**src/rtl/fetch_unit.sv**
```systemverilog
// Instruction fetch sequencer for the 16-bit SAP computer: issues one read per
// fetch request, loads the instruction register and pulses the PC increment.
module fetch_unit #(
  parameter int unsigned TIMEOUT_CYC = 16,
  parameter int unsigned CNT_W       = 5
) (
  input  logic        clk,
  input  logic        rst_n,
  input  logic [15:0] pc_in,
  input  logic        fetch_start,
  input  logic        flush,
  input  logic        mem_rd_ack,
  input  logic [15:0] mem_rd_data,
  output logic [15:0] mem_addr,
  output logic        mem_rd_req,
  output logic [15:0] ir_out,
  output logic        ir_valid,
  output logic        pc_inc,
  output logic        busy,
  output logic        fetch_err
);

  typedef enum logic {
    IDLE = 1'b0,
    REQ  = 1'b1
  } state_t;

  localparam bit             TO_EN   = (TIMEOUT_CYC != 0);
  localparam logic [CNT_W-1:0] TO_LAST = (TIMEOUT_CYC == 0) ? {CNT_W{1'b0}}
                                                            : CNT_W'(TIMEOUT_CYC - 1);

  state_t           state_q, state_d;
  logic [15:0]      mem_addr_q, mem_addr_d;
  logic             mem_rd_req_q, mem_rd_req_d;
  logic [15:0]      ir_q, ir_d;
  logic             ir_valid_q, ir_valid_d;
  logic             pc_inc_q, pc_inc_d;
  logic             fetch_err_q, fetch_err_d;
  logic [CNT_W-1:0] cnt_q, cnt_d;

  // A fetch is not accepted while pc_inc is high so the PC has settled on the next address.
  always_comb begin
    state_d      = state_q;
    mem_addr_d   = mem_addr_q;
    mem_rd_req_d = mem_rd_req_q;
    ir_d         = ir_q;
    ir_valid_d   = 1'b0;
    pc_inc_d     = 1'b0;
    fetch_err_d  = 1'b0;
    cnt_d        = cnt_q;

    case (state_q)
      IDLE: begin
        if (fetch_start && !pc_inc_q && !flush) begin
          state_d      = REQ;
          mem_addr_d   = pc_in;
          mem_rd_req_d = 1'b1;
          cnt_d        = '0;
        end
      end
      REQ: begin
        if (flush) begin
          mem_rd_req_d = 1'b0;
          state_d      = IDLE;
        end else if (mem_rd_ack) begin
          ir_d         = mem_rd_data;
          ir_valid_d   = 1'b1;
          pc_inc_d     = 1'b1;
          mem_rd_req_d = 1'b0;
          state_d      = IDLE;
        end else if (TO_EN && (cnt_q == TO_LAST)) begin
          mem_rd_req_d = 1'b0;
          fetch_err_d  = 1'b1;
          state_d      = IDLE;
        end else begin
          cnt_d = cnt_q + 1'b1;
        end
      end
      default: begin
        state_d      = IDLE;
        mem_rd_req_d = 1'b0;
      end
    endcase
  end

  always_ff @(posedge clk or negedge rst_n) begin
    if (!rst_n) begin
      state_q      <= IDLE;
      mem_addr_q   <= '0;
      mem_rd_req_q <= 1'b0;
      ir_q         <= '0;
      ir_valid_q   <= 1'b0;
      pc_inc_q     <= 1'b0;
      fetch_err_q  <= 1'b0;
      cnt_q        <= '0;
    end else begin
      state_q      <= state_d;
      mem_addr_q   <= mem_addr_d;
      mem_rd_req_q <= mem_rd_req_d;
      ir_q         <= ir_d;
      ir_valid_q   <= ir_valid_d;
      pc_inc_q     <= pc_inc_d;
      fetch_err_q  <= fetch_err_d;
      cnt_q        <= cnt_d;
    end
  end

  assign mem_addr   = mem_addr_q;
  assign mem_rd_req = mem_rd_req_q;
  assign ir_out     = ir_q;
  assign ir_valid   = ir_valid_q;
  assign pc_inc     = pc_inc_q;
  assign fetch_err  = fetch_err_q;
  assign busy       = (state_q == REQ);

endmodule

```
**config.mk**
```make
export PLATFORM = sky130hd
export DESIGN_NAME = fetch_unit
export DESIGN_NICKNAME = d
export VERILOG_FILES = /design/src/rtl/fetch_unit.sv
export SDC_FILE = /design/constraint.sdc
export NUM_CORES = 1
export LEC_CHECK = 0
export ABC_AREA = 1
export CORE_AREA = 2 2 81 83
export DETAILED_ROUTE_END_ITERATION = 10
export DIE_AREA = 0 0 83 85
export PLACE_DENSITY = 0.64
export SLEW_MARGIN = 20
export SYNTH_ARGS = -nofsm -noshare
export SYNTH_HDL_FRONTEND = slang
export SYNTH_SLANG_ARGS = --single-unit
```
**constraint.sdc**
```tcl
create_clock -name clk -period 4.1 [get_ports clk]
set_clock_uncertainty 0.1 [all_clocks]
set_input_delay 0.82 -clock clk [delete_from_list [all_inputs] [get_ports clk]]
set_output_delay 0.82 -clock clk [all_outputs]
set_load 0.01 [all_outputs]
```
==> After elaboration in Yosys (flattened, before gate mapping) <==
Cells that the tools add are included.
{ "word_totals": {"ram_bits": 0, "wordCells": 46, "mem_bits_ro": 0, "latchBits": 0, "out_inout_bits": 37, "input_bits": 37, "n_memories": 0, "ff_bits": 41} }
{ "classes": {"mul": 0, "magnitude_cmp": 0, "add_sub_neg": 1, "mux": 22, "n_div": 0, "reduce_logical": 8, "n_eq_ne": 6, "n_shift": 0, "n_bitwise": 2} }
{ "op_table": {"columns": ["op", "count"], "rows": [
  ["$mux 5", 4],
  ["$mux 1", 15],
  ["$pmux 5 s2", 1],
  ["$ne 2x2->1 const B", 4],
  ["$add 5x1->5 const B", 1],
  ["$eq 5x4->1 const B", 1],
  ["$ne 4x3->1 const B", 1],
  ["$pmux 1 s2", 2],
  ["$reduce_and 2->1", 2],
  ["$reduce_and 4->1", 1],
  ["$reduce_and 3->1", 1],
  ["$logic_and 1x1->1", 2],
  ["$logic_not 1->1", 2],
  ["$not 1->1", 2]
]} }

==> Longest topological paths before layout <==
{ "depth": {"word_depth": 5, "mapped_depth": 9, "mapped_depth_nobuf": 9} }

==> Worst setup path before layout <==
Ideal clock, no wire load.
{ "synth_path": {"kind": "in2reg", "start": "in fetch_start", "end": "reg cnt_q[0]", "t_arrival_ns": 1.371, "n_path_buf": 0, "t_required_ns": 3.883, "stages": 7, "slack_ns": 2.513, "cell_sequence": "inv_1 nor2_4 nand2_4 nand2_2 nand2_2 nand2_1 nand2_1"} }
{ "synth_via": {"elab_chain_cells": 4} }
{ "synth_rtl": {"columns": ["item", "line_no", "source"], "rows": [
  ["start, declared", "10", "input logic fetch_start,"],
  ["$logic_and 1x1->1 (2 in a row)", "54", "if (fetch_start && !pc_inc_q && !flush) begin"],
  ["$ne 2x2->1 (no source line)", null, null],
  ["$reduce_and 4->1 (no source line)", null, null],
  ["end signal, assigned", "104", "cnt_q <= cnt_d;"],
  ["end, declared", "39", "logic [CNT_W-1:0] cnt_q, cnt_d;"]
]} }
No other way between the ends.
A chain may end at the register's enable or synchronous reset.

==> Worst setup path in the final report <==
{ "layout_path": {"start": "reg state_q (netlist: busy)", "end": "out busy"} }
{ "layout_lines": {"columns": ["item", "line_no", "source"], "rows": [
  ["start, declared", "32", "state_t state_q, state_d;"],
  ["start signal, assigned", "97", "state_q <= state_d;"],
  ["end, declared", "19", "output logic busy,"]
]} }
No word-level cell between the ends.

==> impl_metrics.py <==
metrics = {
    "run_status": {
        "status": "finished, final reports clean",
    },
    "cells_and_area": {
        "fin_cells": 353,
        "drive_above_1_share_pct": 6.52,
        "antenna_cells": 0,
        "area_growth_syn_to_layout_pct": 47.6,
        "nNetsFinal": 315,
    },
    "timing": {
        "tightest_slew_ns": 0.909,
        "finalSetupViolations": 0,
        "period_share_pct": 59.8,
        "fin_crit_ns": 2.45,
        "max_clock_freq_ghz": 0.408,
        "tns_ns": 0,
        "relSlewSlack_pct": 39.4,
        "grt_setup_unrepaired": "no",
        "hold_violations": 0,
        "slew_viol_final": 0,
    },
    "global_route": {
        "antenna_found_initial": 0,
        "grt.total_usage_pct": 11.8,
        "grt_pass1_wl_mm": 6.80,
        "globalRouteOverflowTotal": 0,
        "grt_max_degree": 42,
        "grt_pass1_vias": 1488,
    },
    "setup_path": {
        "cp.arrival_ns": 1.53,
        "cp.required_ns": 3.18,
        "cp_slowest_cell": "clkdlybuf4s50_1",
        "cp_max_fo": 9,
        "cp-start-kind": "flip-flop",
        "crit_chain": "clkdlybuf4s50_1",
        "slowest_delay_ns": 0.63,
        "crit_type": "flip-flop to primary output",
        "cp-end-kind": "primary output",
        "cp.depth": 1,
        "worst-path-buf-inv": 1,
        "cpLargestDelayFamily": "buffers and inverters",
        "worstRegToRegCells": 8,
    },
    "logic_synthesis": {
        "synth_top_cells_by_area": "dfrtp_1 57%, nand2_1 22%, nand3_1 5.3%",
        "netlist_instances": 202,
        "synth_top_area_share_pct": 57.3,
        "synth_top_area_cell": "dfrtp_1",
        "synth.avg_cell_area_um2": 8.86,
        "ys_ff_latch": 41,
        "syn_area_um2": 1790,
        "syn_nets": 242,
        "seq_area_frac_synth_pct": 57.3,
        "yosysWarnings": 0,
        "synth.distinct_cells": 21,
    },
    "run": {
        "cap_violations": 0,
    },
    "clock_network": {
        "postCtsHoldBufs": 0,
        "cts_tree": "built",
        "cts_buffer_depth": 2,
        "clk_latency_ns": 0.28,
        "cts-root-buf": "clkbuf_8",
        "cts_made_buffers": 5,
        "clock-sinks": 41,
        "cts_resized": 0,
        "path_clk_slew_ns": 0.08,
        "htreeDepth": 2,
        "post_cts_buffers": 0,
    },
    "routing": {
        "drtIter0Drc": 69,
        "drc": 0,
        "firstDrtPassIters": 4,
        "post_drt_wl_per_cell_um": 11.3,
        "wl_mm": 3.97,
        "antenna_left": 0,
        "via_per_inst": 4.21,
        "via_count": 1485,
    },
    "die": {
        "die_w_um": 83,
        "io_pins": 74,
        "start_util_pct": 28.9,
        "core_um2": 6200,
        "die_area_um2": 7060,
        "die_h_um": 85,
        "fp-row-count": 29,
    },
    "place": {
        "port_buffers": 73,
        "dp.cells": 345,
        "hpwl_mm": 2.85,
        "gp_congestion": 0.763,
    },
    "min_path": {
        "hold_class": "flip-flop to flip-flop",
        "hold_depth": 2,
    },
    "power": {
        "leakage_nw": 1.31,
        "peakVddDrop_v": 0.000201,
        "power_density_nw_per_um2": 430,
    },
}
-- where the power goes --
part	internal, mW	switching, mW	leakage, nW
clock network	0.152	0.134	0.0542
registers	0.479	0.0471	0.522
logic	0.188	0.136	0.738
total	0.820	0.317	1.31
-- cell usage in the layout (no fill, tap or decap), types with 2 or more instances in the layout --
master           count
nand2_1            103
clkdlybuf4s50_1     72
dfrtp_1             41
nand3_1             19
inv_1               13
clkbuf_8             7
nor2_1               3
nand2_2              3
ha_1                 3
nand4_1              2
-- final cells by class --
cell class,instances,area [um2]
clock buffer,7,96.3
fill,600,3560
multi-input combinational,139,632
sequential,41,1030
clock inverter,1,5.00
tap,77,96.3
timing repair buffer,73,726
inverter,15,61.3
-- sequential cells by signal (all words and copies together), names as in the netlist --
| register | flops |
|---|---|
| mem_addr | 16 |
| mem_rd_req | 1 |
| pc_inc | 1 |
| fetch_err | 1 |
| cnt_q | 5 |
| ir_out | 16 |
| busy | 1 |
-- cell usage after synthesis (all sizes together) --
cell type and count:
buf 6, clkbuf 1, dfrtp 41, ha 3
inv 15, nand2 107, nand3 20, nand4 2
nor2 5, nor3 1, o21ai 1
-- through the flow --
stage	area, um2	utilization (%)	power [mW]	hold slack (ns)	setup WS, ns
2_1_floorplan	1790	-	0.655	0.342	2.51
3_3_place_gp	2540	41.0	0.861	0.361	1.67
3_5_place_dp	2540	41.0	0.863	0.363	1.64
4_1_cts	2640	42.6	1.16	0.382	1.63
5_1_grt	2640	42.6	1.21	0.401	1.56
6_report	2640	42.6	1.14	0.379	1.65
-- cell families (layout without fill, tap and decap cells) --
group | count (synthesis) | in the layout | share of synthesized area, %
flops | 41 | 41 | 57.3
simple gates | 135 | 135 | 32.9
fa+ha+maj | 3 | 3 | 2.10
buf+inv | 22 | 96 | 7.41
compound gates | 1 | 1 | 0.279
-- routing by layer --
layer	vias to the layer above	routed length [um]	global-route usage (%)
met5	-	0	0
met4	0	26	3.13
met3	4	284	4.18
met2	49	1840	19.6
met1	667	1830	14.7
li1	765	-	-
-- final timing paths --
| kind | startpoint | to | slack, ns |
|---|---|---|---|
| setup / recovery | busy | busy | 1.65 |
| hold / removal | mem_addr[6] | mem_addr[6] | 0.38 |
| setup reg to reg | cnt_q[0] | cnt_q[0] | 2.35 |
| hold reg to reg | mem_addr[6] | mem_addr[6] | 0.38 |
| max in group asynchronous | rst_n | ir_out[9] | 2.78 |
| min in group asynchronous | rst_n | mem_addr[15] | 0.56 |
(Power assumes the default switching activity.)
